## config.mk

```make
export PLATFORM = sky130hd
export DESIGN_NAME = pid_sequencer
export DESIGN_NICKNAME = d
export VERILOG_FILES = /design/src/rtl/pid_sequencer.sv
export SDC_FILE = /design/constraint.sdc
export NUM_CORES = 1
export LEC_CHECK = 0
export ABC_AREA = 0
export CAP_MARGIN = 10
export CORE_ASPECT_RATIO = 0.75
export CORE_MARGIN = 1
export CORE_UTILIZATION = 45
export DETAILED_ROUTE_END_ITERATION = 6
export PLACE_DENSITY_LB_ADDON = 0.05
export SETUP_SLACK_MARGIN = 0.2
export SLEW_MARGIN = 20
export SYNTH_ARGS = -nofsm -noshare
export SYNTH_HDL_FRONTEND = slang
export SYNTH_SLANG_ARGS = --single-unit
export TNS_END_PERCENT = 100
```

## constraint.sdc

```tcl
create_clock -name clk -period 7.2 [get_ports clk]
set_clock_uncertainty 0.1 [all_clocks]
set_input_delay 1.08 -clock clk [delete_from_list [all_inputs] [get_ports clk]]
set_output_delay 1.08 -clock clk [all_outputs]
set_load 0.02 [all_outputs]
```

## src/rtl/pid_sequencer.sv

```systemverilog
// Loop scheduler for the PID controller: period tick -> SPI read -> PID strobe -> SPI write,
// with overrun detection, per-phase timeouts and status counters.
module pid_sequencer #(
    parameter int PERIOD_BITS = 12,
    parameter int PID_LAT     = 2,
    parameter int TIMEOUT     = 63
) (
    input  logic                   clk,
    input  logic                   reset,
    input  logic                   enable,
    input  logic [PERIOD_BITS-1:0] period,
    input  logic                   clr_status,
    output logic                   in_start,
    input  logic                   in_done,
    output logic                   pid_stb,
    output logic                   out_start,
    input  logic                   out_done,
    output logic                   busy,
    output logic                   overrun,
    output logic                   timeout_err,
    output logic [3:0]             overrun_cnt,
    output logic [7:0]             sample_cnt
);
    typedef enum logic [2:0] {IDLE, WAIT, READ, COMPUTE, WRITE} state_e;

    localparam logic [7:0] TIMEOUT_W = 8'(TIMEOUT);
    localparam logic [3:0] PID_LAT_W = 4'(PID_LAT);

    state_e                 state_q, state_d;
    logic [PERIOD_BITS-1:0] period_cnt_q, period_cnt_d;
    logic [7:0]             wait_q, wait_d;
    logic [3:0]             lat_q, lat_d;
    logic                   in_start_q, in_start_d;
    logic                   pid_stb_q, pid_stb_d;
    logic                   out_start_q, out_start_d;
    logic                   busy_q, busy_d;
    logic                   overrun_q, overrun_d;
    logic                   timeout_err_q, timeout_err_d;
    logic [3:0]             overrun_cnt_q, overrun_cnt_d;
    logic [7:0]             sample_cnt_q, sample_cnt_d;
    logic                   tick, phase_busy, done_evt, tmo_evt;

    always_comb begin
        // NOTE: every _d gets a default first, so no branch can leave one unassigned and infer a latch.
        state_d       = state_q;
        wait_d        = wait_q;
        lat_d         = lat_q;
        in_start_d    = 1'b0;
        pid_stb_d     = 1'b0;
        out_start_d   = 1'b0;
        done_evt      = 1'b0;
        tmo_evt       = 1'b0;

        tick         = (period_cnt_q == '0) && (state_q != IDLE);
        phase_busy   = state_q inside {READ, COMPUTE, WRITE};
        period_cnt_d = (state_q == IDLE || period_cnt_q == '0) ? period
                                                               : period_cnt_q - PERIOD_BITS'(1);

        // The wait counter holds at 0 through the start-pulse cycle, so it reads 0 the cycle after.
        case (state_q)
            IDLE: if (enable) state_d = WAIT;
            WAIT: begin
                if (!enable) begin
                    state_d = IDLE;
                end else if (tick) begin
                    state_d    = READ;
                    in_start_d = 1'b1;
                    wait_d     = '0;
                end
            end
            READ: begin
                if (in_done) begin
                    state_d   = COMPUTE;
                    pid_stb_d = 1'b1;
                    lat_d     = '0;
                end else if (wait_q == TIMEOUT_W) begin
                    state_d = WAIT;
                    tmo_evt = 1'b1;
                end else if (!in_start_q) begin
                    wait_d = wait_q + 8'd1;
                end
            end
            COMPUTE: begin
                if (lat_q == PID_LAT_W) begin
                    state_d     = WRITE;
                    out_start_d = 1'b1;
                    wait_d      = '0;
                end else begin
                    lat_d = lat_q + 4'd1;
                end
            end
            WRITE: begin
                if (out_done) begin
                    state_d  = WAIT;
                    done_evt = 1'b1;
                end else if (wait_q == TIMEOUT_W) begin
                    state_d = WAIT;
                    tmo_evt = 1'b1;
                end else if (!out_start_q) begin
                    wait_d = wait_q + 8'd1;
                end
            end
            default: state_d = IDLE;
        endcase

        busy_d = state_d inside {READ, COMPUTE, WRITE};

        // A clear loses to any event landing in the same cycle.
        overrun_d     = clr_status ? 1'b0 : overrun_q;
        timeout_err_d = clr_status ? 1'b0 : timeout_err_q;
        overrun_cnt_d = clr_status ? 4'd0 : overrun_cnt_q;
        sample_cnt_d  = clr_status ? 8'd0 : sample_cnt_q;
        if (tick && phase_busy) begin
            overrun_d = 1'b1;
            if (clr_status)                overrun_cnt_d = 4'd1;
            else if (overrun_cnt_q != 4'hf) overrun_cnt_d = overrun_cnt_q + 4'd1;
        end
        if (tmo_evt)  timeout_err_d = 1'b1;
        if (done_evt) sample_cnt_d  = sample_cnt_q + 8'd1;
    end

    // NOTE: all flops update with <= so every one samples the same pre-edge values.
    always_ff @(posedge clk) begin
        if (reset) begin
            state_q       <= IDLE;
            period_cnt_q  <= period;
            wait_q        <= '0;
            lat_q         <= '0;
            in_start_q    <= 1'b0;
            pid_stb_q     <= 1'b0;
            out_start_q   <= 1'b0;
            busy_q        <= 1'b0;
            overrun_q     <= 1'b0;
            timeout_err_q <= 1'b0;
            overrun_cnt_q <= '0;
            sample_cnt_q  <= '0;
        end else begin
            state_q       <= state_d;
            period_cnt_q  <= period_cnt_d;
            wait_q        <= wait_d;
            lat_q         <= lat_d;
            in_start_q    <= in_start_d;
            pid_stb_q     <= pid_stb_d;
            out_start_q   <= out_start_d;
            busy_q        <= busy_d;
            overrun_q     <= overrun_d;
            timeout_err_q <= timeout_err_d;
            overrun_cnt_q <= overrun_cnt_d;
            sample_cnt_q  <= sample_cnt_d;
        end
    end

    assign in_start    = in_start_q;
    assign pid_stb     = pid_stb_q;
    assign out_start   = out_start_q;
    assign busy        = busy_q;
    assign overrun     = overrun_q;
    assign timeout_err = timeout_err_q;
    assign overrun_cnt = overrun_cnt_q;
    assign sample_cnt  = sample_cnt_q;
endmodule

```

==> impl_metrics.json <==
{
  "start_kind": "input port",
  "fp.dieW_um": 87.85,
  "antenna_left": 0,
  "grt.busiest_layer": "met1",
  "cts_setup_buffers": 0,
  "finalCriticalPeriod_ns": 2.888,
  "grt_max_degree": 31,
  "outcome": "finished, final reports clean",
  "reg2reg_depth": 6,
  "relSlewSlack": 0.4337,
  "port_buffers": 35,
  "worstPathRequired_ns": 7.32,
  "htreeDepth": 2,
  "switchingPower_uw": 122.2,
  "nNetsFinal": 330,
  "globalplace.congestion": 0.8699,
  "hp-start": "sample_cnt[7]",
  "path_clk_slew_ns": 0.09,
  "setup_ws_ns": 4.312,
  "place_hpwl_um": 3818,
  "final_cells": 382,
  "ys_types": 58,
  "hold_class": "register to register",
  "clkSinkCount": 45,
  "areaGrowthSynthToFinish_pct": 18.86,
  "seqPwrFrac": 0.557,
  "vias_per_cell": 5.678,
  "initial_core_util": 0.4672,
  "rrSetupSlack_ns": 4.60,
  "fin_tns_setup_ns": 0,
  "synthTopCellsByArea": "dfxtp_1, mux2_4, nor2_1, xor2_1, ha_1",
  "mostFrequentLayoutCell": "dfxtp_1",
  "placedCellCount": 374,
  "routedWlPerCell_um": 14.33,
  "yosys_register_bits": 45,
  "dieHeight_um": 66.39,
  "max_freq_mhz": 346.3,
  "finish.utilization": 0.5553,
  "clkPwrFrac": 0.358,
  "setup_viol": 0,
  "min_path_cells": 2,
  "p_comb_frac": 0.085,
  "gr-total-overflow": 0,
  "grt_pass1_wl_um": 8838,
  "drt_iter0_markers": 121,
  "yosysSeqAreaShare": 0.3622,
  "yosys.area.top_type_share": 0.3622,
  "design_area_sq_um": 2957,
  "route.vias.total": 2169,
  "drt_wl_total_um": 5473,
  "grtUsageMet2": 0.2597,
  "grtUsageMet3": 0.04245,
  "io_pins": 36,
  "holdWs_ns": 0.3730,
  "syn_area_per_cell_sq_um": 9.012,
  "arrival_ns": 3.01,
  "finalHoldViolCount": 0,
  "whs_endpoint": "sample_cnt[7]",
  "synthCells": 276,
  "period_share": 0.4011,
  "cts-root-buf": "clkbuf_8",
  "synthArstFlopShare": 0,
  "powerDensity_nw_per_um2": 158.8,
  "cts_buffer_depth": 2,
  "path_max_fanout": 8,
  "rsz0062_at_grt": "no",
  "drv_cap": 0,
  "drive_gt1_frac": 0.1107,
  "slew_violations": 0,
  "cp-end-kind": "register",
  "insertion_delay_ns": 0.30,
  "mostFrequentLayoutCells": "dfxtp_1, clkdlybuf4s50_1, nor2_1",
  "yosys.area.top_type": "dfxtp_1",
  "path_class": "input port to register",
  "dpl_cell_area_sq_um": 2863,
  "leakagePower_nw": 1.042,
  "antenna_cells": 0,
  "rows": 23,
  "synth_area_sq_um": 2487,
  "grt_util_all_layers": 0.1961,
  "cts_tree": "done",
  "antenna_found_initial": 0,
  "peakVddDrop_uv": 76.82,
  "startpoint": "in_done",
  "ys.warnings.count": 0,
  "ys.flop_type": "dfxtp_1",
  "swShare": 0.2604,
  "syn_nets": 300,
  "r2r-start": "period_cnt_q[0]",
  "fp.coreArea_sq_um": 5324,
  "r2r_end": "wait_q[7]",
  "p_int_uw": 347.2,
  "ctsResizeCount": 0,
  "first_global_vias": 1781,
  "grtUsageMet1": 0.3076,
  "die-area_sq_um": 5832,
  "numCtsBuffers": 5,
  "drt_pass1_iterations": 4,
  "drc": 0,
  "hold_buffers": 0,
  "power_uw": 469.4,
  "synth_edf_count": 0,
  "tightest_slew_ns": 0.8463,
  "pre_cts_slack_ns": 4.026
}
worst max path at each step:
stage | end | slack, ns | depth (start not counted)
4_1_cts | wait_q[7] | 4.38 | 5
3_3_place_gp | wait_q[7] | 4.04 | 5
2_1_floorplan | sample_cnt[7] | 4.76 | 5
3_5_place_dp | wait_q[7] | 4.03 | 5
5_1_grt | wait_q[5] | 4.25 | 5
6_report | wait_q[7] | 4.31 | 5
metal layers:
layer	share of wire	wire [um]
met1	0.53	2908
met3	0.058	318
met5	0	0
met4	0.0086	47
met2	0.40	2199
sequential cells by signal, summed over array words and instances, names as in the netlist, 3 cells and up:
name and count:
period_cnt_q 12, sample_cnt 8, wait_q 8, lat_q 4
overrun_cnt 4, state_q 3
cell families (layout without fill, tap and decap cells):
group | count (synthesis) | after routing | synth area share
adders and majority gates | 6 | 6 | 0.03018
DFF | 45 | 45 | 0.3622
xor gates and xnor gates | 14 | 14 | 0.04929
buffers and inverters | 21 | 52 | 0.04427
and+or+nand+nor | 117 | 117 | 0.2701
AOI/OAI and AO/OA | 60 | 60 | 0.1730
muxes | 13 | 13 | 0.07093
synth_stat cells (2+ instances only):
library cell  number
or4_4              2
inv_1              7
o211ai_1           2
clkbuf_1          10
nand4_1            6
a211oi_1           8
a21oi_1           11
nor2b_1            3
nand4bb_1          2
mux2_4             9
a21o_1             2
xnor2_1            4
buf_6              2
o31ai_1            7
o21ai_0            4
mux2i_1            3
nor3_1             7
a41oi_1            4
or2_2              3
nor2_1            33
or4_1              2
or4b_2             3
and3_1             5
nor4_1             4
nand3_1            8
nor3b_1            2
nand2_1           18
nand2b_1           5
a31oi_1            7
nor4bb_1           2
a311oi_1           3
or3b_2             3
xor2_1            10
ha_1               6
nand3b_1           2
dfxtp_1           45
worst max-delay path, stage by stage:
cell             delay (ns)
clkdlybuf4s50_1        0.47
or2_2                  0.31
a31oi_1                0.65
a41oi_1                0.22
a311oi_1               0.27
final cells by class:
type	count	area, sq um
fill	503	2367
multi-input combinational	210	1476
sequential	45	900.9
timing repair buffer	37	365.4
tap	75	93.84
clock buffer	5	68.82
inverter	7	26.28
clock inverter	3	25.02
power groups by stage:
stage	Combinational (mW)	Sequential [mW]	Clock, mW
detailed placement	0.0397	0.267	0
global route	0.0431	0.263	0.185
global placement	0.0393	0.268	0
finish	0.0398	0.262	0.168
floorplan	0.0277	0.265	0
CTS	0.0401	0.262	0.171
No activity file was read; power rests on OpenSTA's default activity.
